**src/rtl/mul_arbiter.sv**
```systemverilog
// mul_arbiter: shares one external combinational signed multiplier between two requesters.
// Define MUL_ARB_ROUND_ROBIN_EN for round-robin arbitration; fixed priority otherwise.
module mul_arbiter #(
  parameter int WIDTH = 16
) (
  input  logic             clk,
  input  logic             reset_n,
  input  logic             Req0Valid,
  output logic             Req0Ready,
  input  logic [WIDTH-1:0] Req0A,
  input  logic [WIDTH-1:0] Req0B,
  output logic             Resp0Valid,
  input  logic             Resp0Ready,
  input  logic             Req1Valid,
  output logic             Req1Ready,
  input  logic [WIDTH-1:0] Req1A,
  input  logic [WIDTH-1:0] Req1B,
  output logic             Resp1Valid,
  input  logic             Resp1Ready,
  output logic [WIDTH-1:0] RespResult,
  output logic [WIDTH-1:0] MulA,
  output logic [WIDTH-1:0] MulB,
  input  logic [WIDTH-1:0] MulResult,
  output logic             Busy
);

  typedef enum logic [1:0] {
    IDLE = 2'd0,
    EXEC = 2'd1,
    RESP = 2'd2
  } state_t;

  state_t state;
  logic   owner;
  logic   grant;
  logic   idle;
  logic   take;
  logic   resp_ack;

`ifdef MUL_ARB_ROUND_ROBIN_EN
  logic ptr;

  always_comb begin
    grant = 1'b0;
    unique case (1'b1)
      (Req0Valid && Req1Valid):  grant = ptr;
      (Req1Valid && !Req0Valid): grant = 1'b1;
      default:                   grant = 1'b0;
    endcase
  end
`else
  // With nobody valid the grant value is irrelevant: both readies stay low.
  assign grant = !Req0Valid;
`endif

  // Readies are gated by reset so every output is low while reset is held.
  assign idle      = reset_n && (state == IDLE);
  assign Req0Ready = idle && !grant && Req0Valid;
  assign Req1Ready = idle &&  grant && Req1Valid;
  assign take      = Req0Ready || Req1Ready;
  assign resp_ack  = owner ? Resp1Ready : Resp0Ready;

  always_ff @(posedge clk or negedge reset_n) begin
    if (!reset_n) begin
      state      <= IDLE;
      owner      <= 1'b0;
      MulA       <= '0;
      MulB       <= '0;
      RespResult <= '0;
      Resp0Valid <= 1'b0;
      Resp1Valid <= 1'b0;
      Busy       <= 1'b0;
`ifdef MUL_ARB_ROUND_ROBIN_EN
      ptr        <= 1'b0;
`endif
    end else begin
      unique case (state)
        IDLE: begin
          if (take) begin
            owner <= grant;
            MulA  <= grant ? Req1A : Req0A;
            MulB  <= grant ? Req1B : Req0B;
            Busy  <= 1'b1;
            state <= EXEC;
`ifdef MUL_ARB_ROUND_ROBIN_EN
            ptr   <= ~grant;
`endif
          end
        end
        EXEC: begin
          RespResult <= MulResult;
          Resp0Valid <= !owner;
          Resp1Valid <= owner;
          state      <= RESP;
        end
        RESP: begin
          if (resp_ack) begin
            Resp0Valid <= 1'b0;
            Resp1Valid <= 1'b0;
            Busy       <= 1'b0;
            state      <= IDLE;
          end
        end
        default: begin
          Resp0Valid <= 1'b0;
          Resp1Valid <= 1'b0;
          Busy       <= 1'b0;
          state      <= IDLE;
        end
      endcase
    end
  end

  a_req_excl: assert property (
    @(posedge clk) disable iff (!reset_n)
    !(Req0Ready && Req1Ready));

  a_resp_excl: assert property (
    @(posedge clk) disable iff (!reset_n)
    !(Resp0Valid && Resp1Valid));

  a_busy: assert property (
    @(posedge clk) disable iff (!reset_n)
    Busy == (state != IDLE));

endmodule
```
**config.mk**
```make
export PLATFORM = sky130hd
export DESIGN_NAME = mul_arbiter
export DESIGN_NICKNAME = d
export VERILOG_FILES = /design/src/rtl/mul_arbiter.sv
export SDC_FILE = /design/constraint.sdc
export NUM_CORES = 1
export LEC_CHECK = 0
export ABC_AREA = 1
export CORE_MARGIN = 1.5
export CORE_UTILIZATION = 23
export DETAILED_ROUTE_END_ITERATION = 6
export PLACE_DENSITY = 0.52
export SLEW_MARGIN = 10
export SYNTH_ARGS = -nofsm -noshare
export SYNTH_HDL_FRONTEND = slang
export SYNTH_SLANG_ARGS = --single-unit
```
**constraint.sdc**
```tcl
create_clock -name clk -period 1.2 [get_ports clk]
set_input_delay 0.24 -clock clk [delete_from_list [all_inputs] [get_ports clk]]
set_output_delay 0.24 -clock clk [all_outputs]
set_load 0.02 [all_outputs]
```
======== Yosys cells after proc, flatten, opt, wreduce, memory -nomap -nowiden ========
Index checks and enable logic that the tools add are counted.
storage, ports and cells
  output and inout bits ................... 53
  logic and storage cells ................. 38
  bits of input ports ..................... 86
  register bits ........................... 54
operators by class
  bitwise operators ....................... 2
  multiplexer cells ....................... 11
  equal/unequal tests ..................... 4
  reductions and logical operators ........ 13
operator list
  kind                                           number
  2-to-1 mux 16 bit                              2
  case mux 1 bit (3 select lines)                3
  case mux 2 bit (3 select lines)                1
  AND reduction 2 bit                            3
  logical AND 1 bit                              5
  2-to-1 mux 2 bit                               2
  != test 2 bit, second input constant           2
  2-to-1 mux 1 bit                               3
  AND reduction 3 bit                            1
  == test 2 x 1 -> 1 bit, second input constant  1
  == test 2 bit, second input constant           1
  zero test 1 bit                                2
  zero test 2 bit                                1
  inverter 1 bit                                 2
  logical OR 1 bit                               1

======== Longest topological paths before layout ========
Gate-level depths: netlist (run 1).
  word-level depth ........................ 7
  depth in mapped cells ................... 9
  gate-level depth less buffers ........... 8

======== Worst setup path after synthesis (run 1) ========
OpenSTA, ideal clock, no wires.
  kind .................................... flip-flop to flip-flop
  start point ............................. reg state[0]
  end point ............................... reg MulA[10]
  path buffers ............................ 2
  period minus slack after synthesis ...... 1.264 ns
  data required time ...................... 1.078 ns
  stages on the path, launching flop included .. 9
  setup slack ............................. -0.064 ns
  arrival ................................. 1.142 ns
  setup time .............................. 0.122 ns
  cell sequence ........................... dfrtp_1 -> nor2_4 -> nand3_1 -> nand2_2 -> inv_2 -> buf_6 -> buf_6 -> nand2_1 -> o21ai_2
between the ends
  longest elaborated chain between the ends .. 6
  elaborated cells on any way between the ends .. 8
  those cells by class .................... 8 x reduce/logical
RTL lines
  item                                                RTL line  source
  start, declared                                     33        state_t state;
  start signal, assigned                              65        state <= IDLE;
  start signal, assigned                              84        state <= EXEC;
  start signal, assigned                              94        state <= RESP;
  zero test 2 bit (*)                                 57, 77
  logical AND 1 bit                                   57        assign idle = reset_n && (state == IDLE);
  logical AND 1 bit (on tied branches) (2 in series)  58, 59
  logical OR 1 bit                                    60        assign take = Req0Ready || Req1Ready;
  AND reduction 2 bit (no source line) (*)            n/a
  end signal, assigned                                81        MulA <= grant ? Req1A : Req0A;
  end, declared                                       21        output logic [WIDTH-1:0] MulA,
Mark *: on every way between the ends. The rest lies on a longest branch, timed or not.
A chain may end at the register's enable or synchronous reset.

======== Worst setup path in the final report (run 1) ========
  start point ............................. reg state[0]
  end point ............................... out Req0Ready
between the ends
  longest elaborated chain between the ends .. 4
RTL lines
  item                             RTL line  source
  zero test 2 bit                  57
  logical AND 1 bit                57
  logical AND 1 bit (2 in series)  58        assign Req0Ready = idle && !grant && Req0Valid;
  end, declared                    9         output logic Req0Ready,
Every way passes these cells.

==> results summary, run 1 <==
The final antenna diode count came out at 0. The die is about 110 µm wide. Entering global routing, the biggest net connects 55 pins. The total of flip-flops plus latches after synthesis came out at 54. The clock tree synthesis step divided the H-tree into 2 levels.

The mapped cell area came out at about 0.0025 mm². The worst-case headroom to the max-slew limit came out at 54.45%. The via total after detailed routing is ~2.1k.

In the post-synthesis netlist, the cell with the most instances is sky130_fd_sc_hd__nand2_1. The number of flops mapped to enable cells by yosys is 0. Sequential cells were found to cover 54.79% of the synthesized design area.

Wires add up to 6374 µm. The min-delay analysis places its worst path in the category primary input to async pin. Setup repair after global routing could not meet its margin everywhere. Global routing finished with a remaining overflow of 0.

The congestion estimate from routability-driven global placement came to about 0.7. The cell depth of the worst flop-to-flop path is 8. TritonCTS built the clock tree. The minimum hold slack came out at roughly 0.16 ns. The core outline area is between 0.01 and 0.015 mm². For this design the static power due to leakage is between 1.5 and 2 nW. The biggest cell delay along the critical path came out at roughly 0.42 ns. Counting distinct cell types in the post-synthesis netlist gives 17.

The async set-reset flop share out of synthesis came out at between 90% and 100%. The power per unit of standard cell area is about 2100 mW/mm². The type of element capturing the critical path is a primary output. The total routing usage reported by global routing is roughly 11%.

The slew of the pin with the lowest slew margin is roughly 0.7 ns. The number of remaining DRC errors came out at 0. The setup slack after placement came out at -0.6523 ns. The average wire per standard cell is about 12 µm. The period utilization came out at 115.7%. CTS placed an instance of sky130_fd_sc_hd__clkbuf_8 at the clock tree root. The worst setup path is launched from a register. The worst supply voltage drop on vdd is between 0.7 and 0.8 mV. The routed via count divided by cell count is 4.080. The number of buffers between clock root and the deepest sink is 2.

The area of the die is between 0.01 and 0.015 mm². The checks that failed: negative setup slack. The total power draw came out at around 8.4 mW. CTS saw between 50 and 60 sinks. The number of endpoints with negative hold slack in the final report is 0. After layout, the worst setup slack is -0.1881 ns. The number of setup violations in the final report came out at 35. The die boundary height came out at ~110 µm. The register-to-register setup slack is -0.15 ns. The critical-path maximum fanout came out at 3. The number of DRC violations after detailed-routing iteration 0 came out at 44. The initial utilization of the core area, before any placement, comes to between 20% and 30%. The primary flip-flop cell chosen by synthesis mapping is sky130_fd_sc_hd__dfrtp_1.

The later pin in the worst-skew pair is clocked with a latency of approximately 0.30 ns. Counting I/O delays and the setup requirement, the final critical path takes approximately 1.4 ns. The number of rows in the core area is 37. Buffers placed on the I/O ports in this run total 138. The final max-slew violation count is 0.

The data required time of the critical path is 0.96 ns. The first global-routing pass estimated slightly above 10000 µm of wire. Relative to the synthesized area, the layout overhead comes to 59.87%. The number of global-route vias before repair came out at 2121. The number of nets still failing antenna checks after routing came out at 0.

The net count of the finished layout is 475. Of the post-synthesis cell area, the dominant cell type holds between 50% and 60%. Max-cap violations in this run came to 0. The area of placed instances came out at between 0.004 and 0.005 mm². After routing the design area is roughly 0.0039 mm². The first detailed-routing pass took 4 iterations. The number of antenna violations at the first check in global routing came to 0. The Yosys step of the flow raised 0 warnings.

After clock tree synthesis, the clock-pin slew on the worst setup and hold paths is 0.10 ns. The synthesized netlist net count is 326. STA puts the critical path data arrival time at approximately 1.2 ns. The cell count after synthesis came out at 240. The cell type of the slowest stage on the worst timing path is sky130_fd_sc_hd__dfrtp_1. The post-synthesis area per instance came out at 10.28 µm². The run finished, with violations left. In the post-synthesis netlist, the biggest area contributors are sky130_fd_sc_hd__dfrtp_1 55%, sky130_fd_sc_hd__nand2_1 13%, sky130_fd_sc_hd__mux2i_1 13%. Walking the worst path, the cells encountered are nor2_4, nand3_2, inv_2, buf_6.

The number of clock buffers added by TritonCTS is 5. sky130_fd_sc_hd__dfrtp_1 takes more of the synthesized area than any other cell. The post-route netlist has 28.72% of its cells at a drive strength greater than 1. The half-perimeter wire length of the detailed placement result is 4697 µm. The worst setup path is of the register to primary output kind. The commonest cells after synthesis are 87 x sky130_fd_sc_hd__nand2_1, 54 x sky130_fd_sc_hd__dfrtp_1, 32 x sky130_fd_sc_hd__mux2i_1. The total I/O pin count is around 140. The maximum clock skew at final layout came out at ~0.011 ns. Based on the critical path, the design can be clocked at up to approximately 700 MHz.
state kept, by name, summed over array words and instances (netlist names):
register	flops
owner	1
Resp1Valid	1
MulA	16
RespResult	16
Busy	1
Resp0Valid	1
MulB	16
state	2
power breakdown:
group          switching [mW]  leakage [nW]  total, mW  internal, mW
Clock                   0.574        0.0482       1.04         0.467
Sequential              0.440         0.670       3.15          2.71
Combinational            2.57          1.25       4.26          1.69
Total                    3.58          1.96       8.45          4.87
cell families after synthesis:
logic type             Yosys count  share of synthesized area (%)
AO/OA/AOI/OAI                   37                          11.01
multiplexers                    32                          12.99
buffers and inverters           21                          5.632
flip-flops                      54                          54.79
AND/OR/NAND/NOR                 96                          15.58
placed cells by master (no fill, tap or decap), types with 2 or more instances in the layout:
master	netlist	layout
sky130_fd_sc_hd__buf_4	0	10
sky130_fd_sc_hd__nand2_1	87	87
sky130_fd_sc_hd__buf_6	7	6
sky130_fd_sc_hd__nand3_2	1	2
sky130_fd_sc_hd__buf_2	5	53
sky130_fd_sc_hd__nor2_4	1	2
sky130_fd_sc_hd__inv_1	6	4
sky130_fd_sc_hd__nor2_1	2	2
sky130_fd_sc_hd__clkbuf_8	0	6
sky130_fd_sc_hd__mux2i_1	32	32
sky130_fd_sc_hd__o21ai_0	5	5
sky130_fd_sc_hd__dfrtp_1	54	54
sky130_fd_sc_hd__o21ai_2	23	23
sky130_fd_sc_hd__clkdlybuf4s50_1	0	83
sky130_fd_sc_hd__o21ai_1	9	9
sky130_fd_sc_hd__inv_2	2	2
worst paths after layout:
kind,startpoint,to
max in group asynchronous,reset_n,MulA[5]
min,reset_n,state[1]
max reg2reg,state[0],MulA[11]
min reg2reg,RespResult[7],RespResult[7]
max,state[0],Req0Ready
min in group clk,reset_n,owner
per-layer routing:
layer	track usage (%)	routed length, µm	vias up
li1	-	-	1077
met1	14.11	2860	974
met2	18.16	2829	89
met3	4.292	622	6
met4	2.857	61	0
met5	0	0	-
what timing repair did:
action / 4_1_cts / 5_1_grt
setup endpoints to repair: 104 / 51
setup buffers: 2 / 0
pin swaps: 2 / 1
resized for setup: 219 / 11
hold buffers: 0 / 0
cloned: 1 / 0
final cells by class:
type	count	area, µm²
Multi-Input combinational cell	165	991.0
Inverter	8	37.54
Tap cell	136	170.2
Sequential cell	54	1351
Timing Repair Buffer	155	1301
Clock inverter	1	5.005
Fill cell	1102	6427
Clock buffer	7	86.33
stage by stage:
step | TNS (ns) | utilization (%) | cells
finish | -4.773 | 38.02 | 526
CTS | -5.206 | 38.59 | 526
detailed placement | -12.52 | 38.78 | 515
global placement | -12.26 | 38.78 | 515
floorplan | -1.053 | - | 240
global route | -7.517 | 38.02 | 526
worst max-delay path, delay by kind of cell (launching register included):
family,cells,cell delay [ns]
buffers and inverters,2,0.18
DFF,1,0.42
and+or+nand+nor,2,0.25
Power figures use the tool's default switching activity.
==> run 2, diff against run 1 <==
Settings changed: CORE_ASPECT_RATIO set to 0.6, CORE_MARGIN 1.5 to not set, CORE_UTILIZATION 23 to 35, PLACE_DENSITY 0.52 to 0.74.
==> run 2 against run 1 <==
Against the previous run:
- the flow still finishes with violations (negative setup slack)
- sequential power up 3%
- clock skew down 0.0072 ns
- first-iteration DRC count up 39%
- via count about the same
- count of clock-buffer cells in the layout down 1
- routed wire length up 3.9%
- largest power group unchanged
- highest routed layer unchanged
==> results summary, run 2 (synthesized netlist as in run 1, its figures left out) <==
Entering global routing, the biggest net connects 48 pins. The library cell used most frequently in the layout, excluding fill and tap cells, is sky130_fd_sc_hd__clkdlybuf4s50_1. The type of element launching the critical path is a register.

The final antenna diode count is 0. The largest registers in the layout are MulA: 16 flops, MulB: 16 flops, RespResult: 16 flops. After routing, the total negative slack on setup checks comes to -4.546 ns. The final standard cell count with taps included and fillers excluded is 480. The wire length of the first global-routing pass came out at between 9000 and 10000 µm.

The internal portion of total power is roughly 5.7 mW. The min-delay analysis places its worst path in the category primary input to async pin. The net switching power figure is 3.778 mW. The share of total power dissipated in combinational logic is 49.0%. Between clock sinks in the finished design, the worst skew comes to approximately 0.0034 ns. The routed design has 6620 µm of wire. The net count of the finished layout came out at roughly 480. The placer's final routability congestion estimate is 0.7714. The final max-slew violation count is 0. The worst supply voltage drop on vdd is approximately 0.94 mV.

The flow ran to the end, but the final reports show violations. The post-layout worst setup margin came out at -0.1663 ns. In the routed layout, each cell is associated on average with a via count of 4.469. The critical-path maximum fanout came out at 3. The area of the die is approximately 0.0074 mm². Of the total power, the share spent switching nets is about two fifths.

The period utilization is 113.9%. The top cell types in the final layout, fill and taps aside, are 83 x sky130_fd_sc_hd__clkdlybuf4s50_1, 77 x sky130_fd_sc_hd__nand2_1, 54 x sky130_fd_sc_hd__dfrtp_1, 32 x sky130_fd_sc_hd__mux2i_1, 26 x sky130_fd_sc_hd__clkbuf_2. By startpoint and endpoint, the worst setup path is classified as register to primary output. The maximum achievable frequency is 731.9 MHz. STA classifies the critical path endpoint as a primary output. The slew of the pin with the lowest slew margin is a little under 0.6 ns. In this run the core area contains 23 standard-cell rows. The tree is rooted in a sky130_fd_sc_hd__clkbuf_16. The number of remaining DRC errors came out at 0.

At the worst endpoint, the arrival time is 1.13 ns. The number of DRC violations after detailed-routing iteration 0 is between 60 and 70. Setup repair after global routing could not meet its margin everywhere.

The sequential power share is 33.9%. The power per unit of standard cell area is between 2000 and 2500 mW/mm². The minimum hold slack came out at roughly 0.15 ns. The worst-case headroom to the max-slew limit is between 60% and 70%. The clock period minus worst slack is 1.366 ns. The max-cap violation count is 0. The leakage power came out at roughly 2.0 nW.

The clock latency at the later pin of the worst-skew pair came out at 0.28 ns. The number of global-route vias before repair came out at 1998. The number of endpoints with negative hold slack in the final report came to 0. Port buffering added between 100 and 150 buffers. The H-tree level count is 2. The filler cells instantiated in the layout total around 600. STA puts the critical path data required time at roughly 0.96 ns.

The number of setup violations in the final report is 35. The via total after detailed routing came out at about 2.1k. The post-placement cell count came out at approximately 460. The clock-pin slew on the worst setup and hold paths is around 0.070 ns.

The average wire per standard cell is between 10 and 15 µm. The total I/O pin count came out at ~140. The half-perimeter wire length of the detailed placement result came out at around 4700 µm. From bottom edge to top edge, the die measures roughly 67 µm. The clock tree from TritonCTS is built. The first detailed-routing pass took 4 iterations. The number of nets still failing antenna checks after routing came out at 0.

The core occupancy in the finished layout came out at around 62%. Per report_power, the clock group accounts for between 10% and 20% of the total. For this configuration, the core starts out at a cell density of between 30% and 40%. The share of post-route cells with drive strength above 1 came out at between 30% and 40%. The checks that failed: negative setup slack. The total clock buffers created by CTS came out at 5. For this run the aggregate overflow at the end of global routing stands at 0. The number of sinks handled by clock tree synthesis came out at 54. The total routing usage reported by global routing is around 17%. Relative to the synthesized area, the layout overhead comes to 69.30%. The number of buffers between clock root and the deepest sink came out at 2.

The die width is ~110 µm. In this run the standard cell core region covers 0.006734 mm². The number of antenna violations at the first check in global routing was 0.
-- run 2: cell types whose count changed in the layout (fill, tap and decap cells not counted), sizes merged --
cell / change
dlygate4sd3: +1
buf: -42
bufinv: +1
clkdlybuf4s15: +17
clkinv: -1
clkbuf: +27
-- run 2: what timing repair did --
action / in CTS / in global routing
hold endpoints to repair: 7 / 0
resized for setup: 152 / 50
hold buffers: 1 / 0
pin swaps: 2 / 1
endpoints found under the setup margin: 91 / 69
cloned: 1 / 4
buffers inserted: 2 / 1
-- run 2: area by class of cell --
cell class | instances | area [µm²] | share of cell area (%)
Sequential cell | 54 | 1351 | 32.36
Inverter | 8 | 40.04 | 0.9589
Clock buffer | 6 | 138.9 | 3.326
Tap cell | 87 | 108.9 | 2.607
Clock inverter | 1 | 30.03 | 0.7192
Multi-Input combinational cell | 165 | 1018 | 24.39
Timing Repair Buffer | 159 | 1488 | 35.63
-- run 2: through the flow --
| stage | power [mW] | instance area (µm²) | setup WS [ns] |
|---|---|---|---|
| after floorplan | 5.712 | 2471 | -0.04073 |
| after global placement | 8.069 | 3945 | -0.5781 |
| after detailed placement | 8.168 | 3945 | -0.5812 |
| after CTS | 9.667 | 4234 | -0.1570 |
| after global routing | 10.17 | 4175 | -0.2350 |
| final | 9.525 | 4175 | -0.1663 |
-- run 2: path summary, 6_finish.rpt --
path	startpoint	endpoint	slack, ns	cells past startpoint
worst max-delay path	state[0]	Req0Ready	-0.17	4
worst min-delay path	reset_n	MulA[13]	0.15	2
worst max register to register	state[0]	MulB[5]	-0.16	8
worst min register to register	RespResult[11]	RespResult[11]	0.47	2
max in group asynchronous	reset_n	RespResult[8]	0.57	3
min in group clk	Req0Valid	owner	0.40	4
-- run 2: power by group through the flow --
stage / clock network (mW) / registers (mW) / logic [mW]
6_report: 1.63 / 3.23 / 4.66
4_1_cts: 1.66 / 3.22 / 4.80
5_1_grt: 1.75 / 3.36 / 5.06
2_1_floorplan: 0 / 4.27 / 1.44
3_3_place_gp: 0 / 3.19 / 4.87
3_5_place_dp: 0 / 3.23 / 4.94
-- run 2: critical path, stage by stage (launching register included) --
cell and delay (ns):
sky130_fd_sc_hd__dfrtp_1 0.41, sky130_fd_sc_hd__nor2_4 0.15, sky130_fd_sc_hd__nand3_2 0.10, sky130_fd_sc_hd__inv_2 0.07, sky130_fd_sc_hd__buf_6 0.11
-- run 2: layer usage --
layer	GRT usage, %	part of all wire [%]
met1	24.45	48
met2	26.86	42
met3	5.088	9.4
met4	2.961	0.26
met5	0	0
==> run 3, diff against run 2 <==
Settings changed: TNS_END_PERCENT set to 10.
==> run 3 against run 2 <==
Against the previous run:
- the run still ends with negative setup slack left
- worst setup slack worse by 0.0089 ns
- first-iteration DRC count is 13% lower
- sequential power about the same
- global-route usage down 0.064 points
- combinational power is 1% lower
- utilization shrank 0.39 points
- clock power about the same
- routed wire length shrank 1.2%
- total power is 0.76% lower
- largest cell class unchanged
==> results summary, run 3 (synthesized netlist as in run 1, its figures left out) <==
The share of total power dissipated in combinational logic is about half. The max-cap violation count came out at 0. The number of endpoints with negative hold slack in the final report came out at 0. Clock tree synthesis found a total of 54 sinks. At the worst endpoint, the arrival time is 1.14 ns. The number of buffers and inverters on the critical path is 2. Final hold analysis gives a worst-case slack of 0.1561 ns.

The post-layout worst setup margin is -0.1751 ns. The maximum achievable frequency came out at between 700 and 800 MHz. The total I/O pin count came out at ~140.

The number of remaining DRC errors came out at 0. The cell type of the slowest stage on the worst timing path is sky130_fd_sc_hd__dfrtp_1. Compared with the post-synthesis result, the final layout area differs by 68.24%.

The worst-case IR drop observed on VDD is a little over 0.9 mV. The switching power share of the total is 39.63%. The number of buffers between clock root and the deepest sink is 2. After global routing the overflow that remains totals 0. The routed via count divided by cell count is ~4.5. Traced cell by cell, the critical path runs through nor2_4, nand3_2, inv_2, buf_6.

The first global-routing pass estimated between 9000 and 10000 µm of wire. The total clock buffers created by CTS came out at 5. TritonCTS built the clock tree. From left edge to right edge, the die measures 110.4 µm. The library cells used most frequently in the layout, excluding fill and tap cells, are 82 x sky130_fd_sc_hd__clkdlybuf4s50_1, 77 x sky130_fd_sc_hd__nand2_1, 54 x sky130_fd_sc_hd__dfrtp_1, 32 x sky130_fd_sc_hd__mux2i_1, 26 x sky130_fd_sc_hd__clkbuf_2. CTS placed an instance of sky130_fd_sc_hd__clkbuf_16 at the clock tree root. The half-perimeter wire length of the detailed placement result is approximately 4700 µm. The leakage power came out at ~2.0 nW.

Across all register-to-register paths, the minimum setup slack is -0.16 ns. The net count of the finished layout is around 480. The final antenna diode count is 0.

Among cell families on the critical path, the largest total delay comes from flip-flops. The part of the power in the clock network came out at roughly 17%. The number of iterations in the first detailed-routing pass is 4. The flow ran to the end, but the final reports show violations. The power per unit of standard cell area came out at around 2300 mW/mm². The critical-path maximum fanout is 3. In the final layout, the share of cells above drive strength 1 is between 30% and 40%.

The core occupancy in the finished layout is around three fifths. The initial standard-cell utilization of the core is 36.62%. STA classifies the critical path endpoint as a primary output.

The area of the die came out at ~0.0074 mm². Clock-pin slew was measured on the worst setup and hold paths at ~0.070 ns. The worst path in the final design needs a cycle of ~1.4 ns, including I/O delays and setup. In this design, the stage delay of the slowest critical-path cell is slightly above 0.4 ns. The type of element launching the critical path is a register. Setup repair after global routing could not meet its margin everywhere. Summed over all failing endpoints, the final setup total negative slack is -4.698 ns.

The detailed router finished its first iteration with 53 violations. The number of port buffers is approximately 140. The net switching power figure is 3.746 mW. In this run the worst hold path is classified as primary input to async pin.

The period utilization is 114.6%. The filler cell count in the final layout came out at 604. The aggregate routed wire length came out at between 6000 and 7000 µm.

Once detail routing completed, the nets flagged for antenna violations numbered 0. The number of rows in the core area came out at 23. The H-tree was split into 2 levels. The number of antenna violations at the first check in global routing is 0. Entering global routing, the biggest net connects 48 pins. The total routing usage reported by global routing is 17.37%. The number of global-route vias before repair came to 1985. The floorplan step set the die height to 67.02 µm. The average wire per standard cell came out at 13.66 µm. Excluding fillers, the count of instances in the completed layout stands at about 480.

The commonest non-fill, non-tap cell in the layout is sky130_fd_sc_hd__clkdlybuf4s50_1. Measured against its own limit, the worst slew margin works out to 60.74%. The data required time of the critical path came out at between 0.9 and 1 ns. The core outline area came out at just under 0.007 mm². The number of setup violations in the final report came out at 35. The internal portion of total power is 5.707 mW.

The congestion estimate from routability-driven global placement came to just under 0.8. The critical path is of the register to primary output type. The final max-slew violation count came to 0.

The maximum clock skew at final layout is about 0.0036 ns. The checks that failed: negative setup slack. In the final layout, the registers with the most flip-flops are MulA: 16 flops, MulB: 16 flops, RespResult: 16 flops. The slew of the pin with the lowest slew margin is roughly 0.59 ns. Per report_power, the sequential group accounts for 34.2% of the total. The via total after detailed routing is 2139. The clock reaches the later pin of the worst-skew pair after roughly 0.28 ns. OpenSTA, run right after detailed placement, puts the worst setup slack at -0.5812 ns. Including well taps, the total number of placed cells is 464.
## run 3: changes by cell type in the layout (fill, tap and decap cells not counted), sizes merged
| cell | delta |
|---|---|
| clkdlybuf4s15 | -1 |
| clkdlybuf4s50 | -1 |
| dlymetal6s2s | +1 |
## run 3: metal layers
metal | GRT usage, % | wire length, µm
met3 | 5.088 | 598
met5 | 0 | 0
met4 | 2.961 | 17
met1 | 24.45 | 3121
met2 | 26.63 | 2805
## run 3: stage by stage
step           total power [mW]  area, µm²
2_1_floorplan             5.712       2471
3_3_place_gp              8.069       3945
3_5_place_dp              8.168       3945
4_1_cts                   9.591       4204
5_1_grt                   10.09       4149
6_report                  9.453       4149
## run 3: power by group through the flow
stage | Sequential, mW | Clock (mW) | Combinational (mW)
finish | 3.23 | 1.62 | 4.60
global placement | 3.19 | 0 | 4.87
global route | 3.36 | 1.75 | 4.99
CTS | 3.22 | 1.66 | 4.72
floorplan | 4.27 | 0 | 1.44
detailed placement | 3.23 | 0 | 4.94
## run 3: cell type report
class	instances	area, µm²	share of cell area [%]
Clock buffer	6	138.9	3.347
Clock inverter	1	30.03	0.7238
Inverter	8	37.54	0.9047
Multi-Input combinational cell	165	1013	24.43
Sequential cell	54	1351	32.57
Tap cell	87	108.9	2.624
Timing Repair Buffer	158	1469	35.40
## run 3: worst register-to-register path, delay by kind of cell, from the launching register on
family	cells	cell delay, ns
AO/OA/AOI/OAI	1	0.05
flip-flops	1	0.41
buffers and inverters	3	0.37
AND/OR/NAND/NOR	4	0.43
## run 3: what timing repair did
item                                    CTS  global route
hold buffers                              1             0
buffers inserted                          1             2
endpoints found under the setup margin   91            87
pin swaps                                 2             1
gates cloned                              1             3
endpoints found under the hold margin     7             0
resized for setup                       146            55
## run 3: worst paths after layout
path                                start             end  depth (start not counted)
max reg2reg                      state[0]         MulA[5]                          8
min in group clk                Req0Valid           owner                          4
max                              state[0]       Req0Ready                          4
min                               reset_n   RespResult[9]                          2
max in group asynchronous         reset_n   RespResult[8]                          3
min reg2reg                RespResult[11]  RespResult[11]                          2
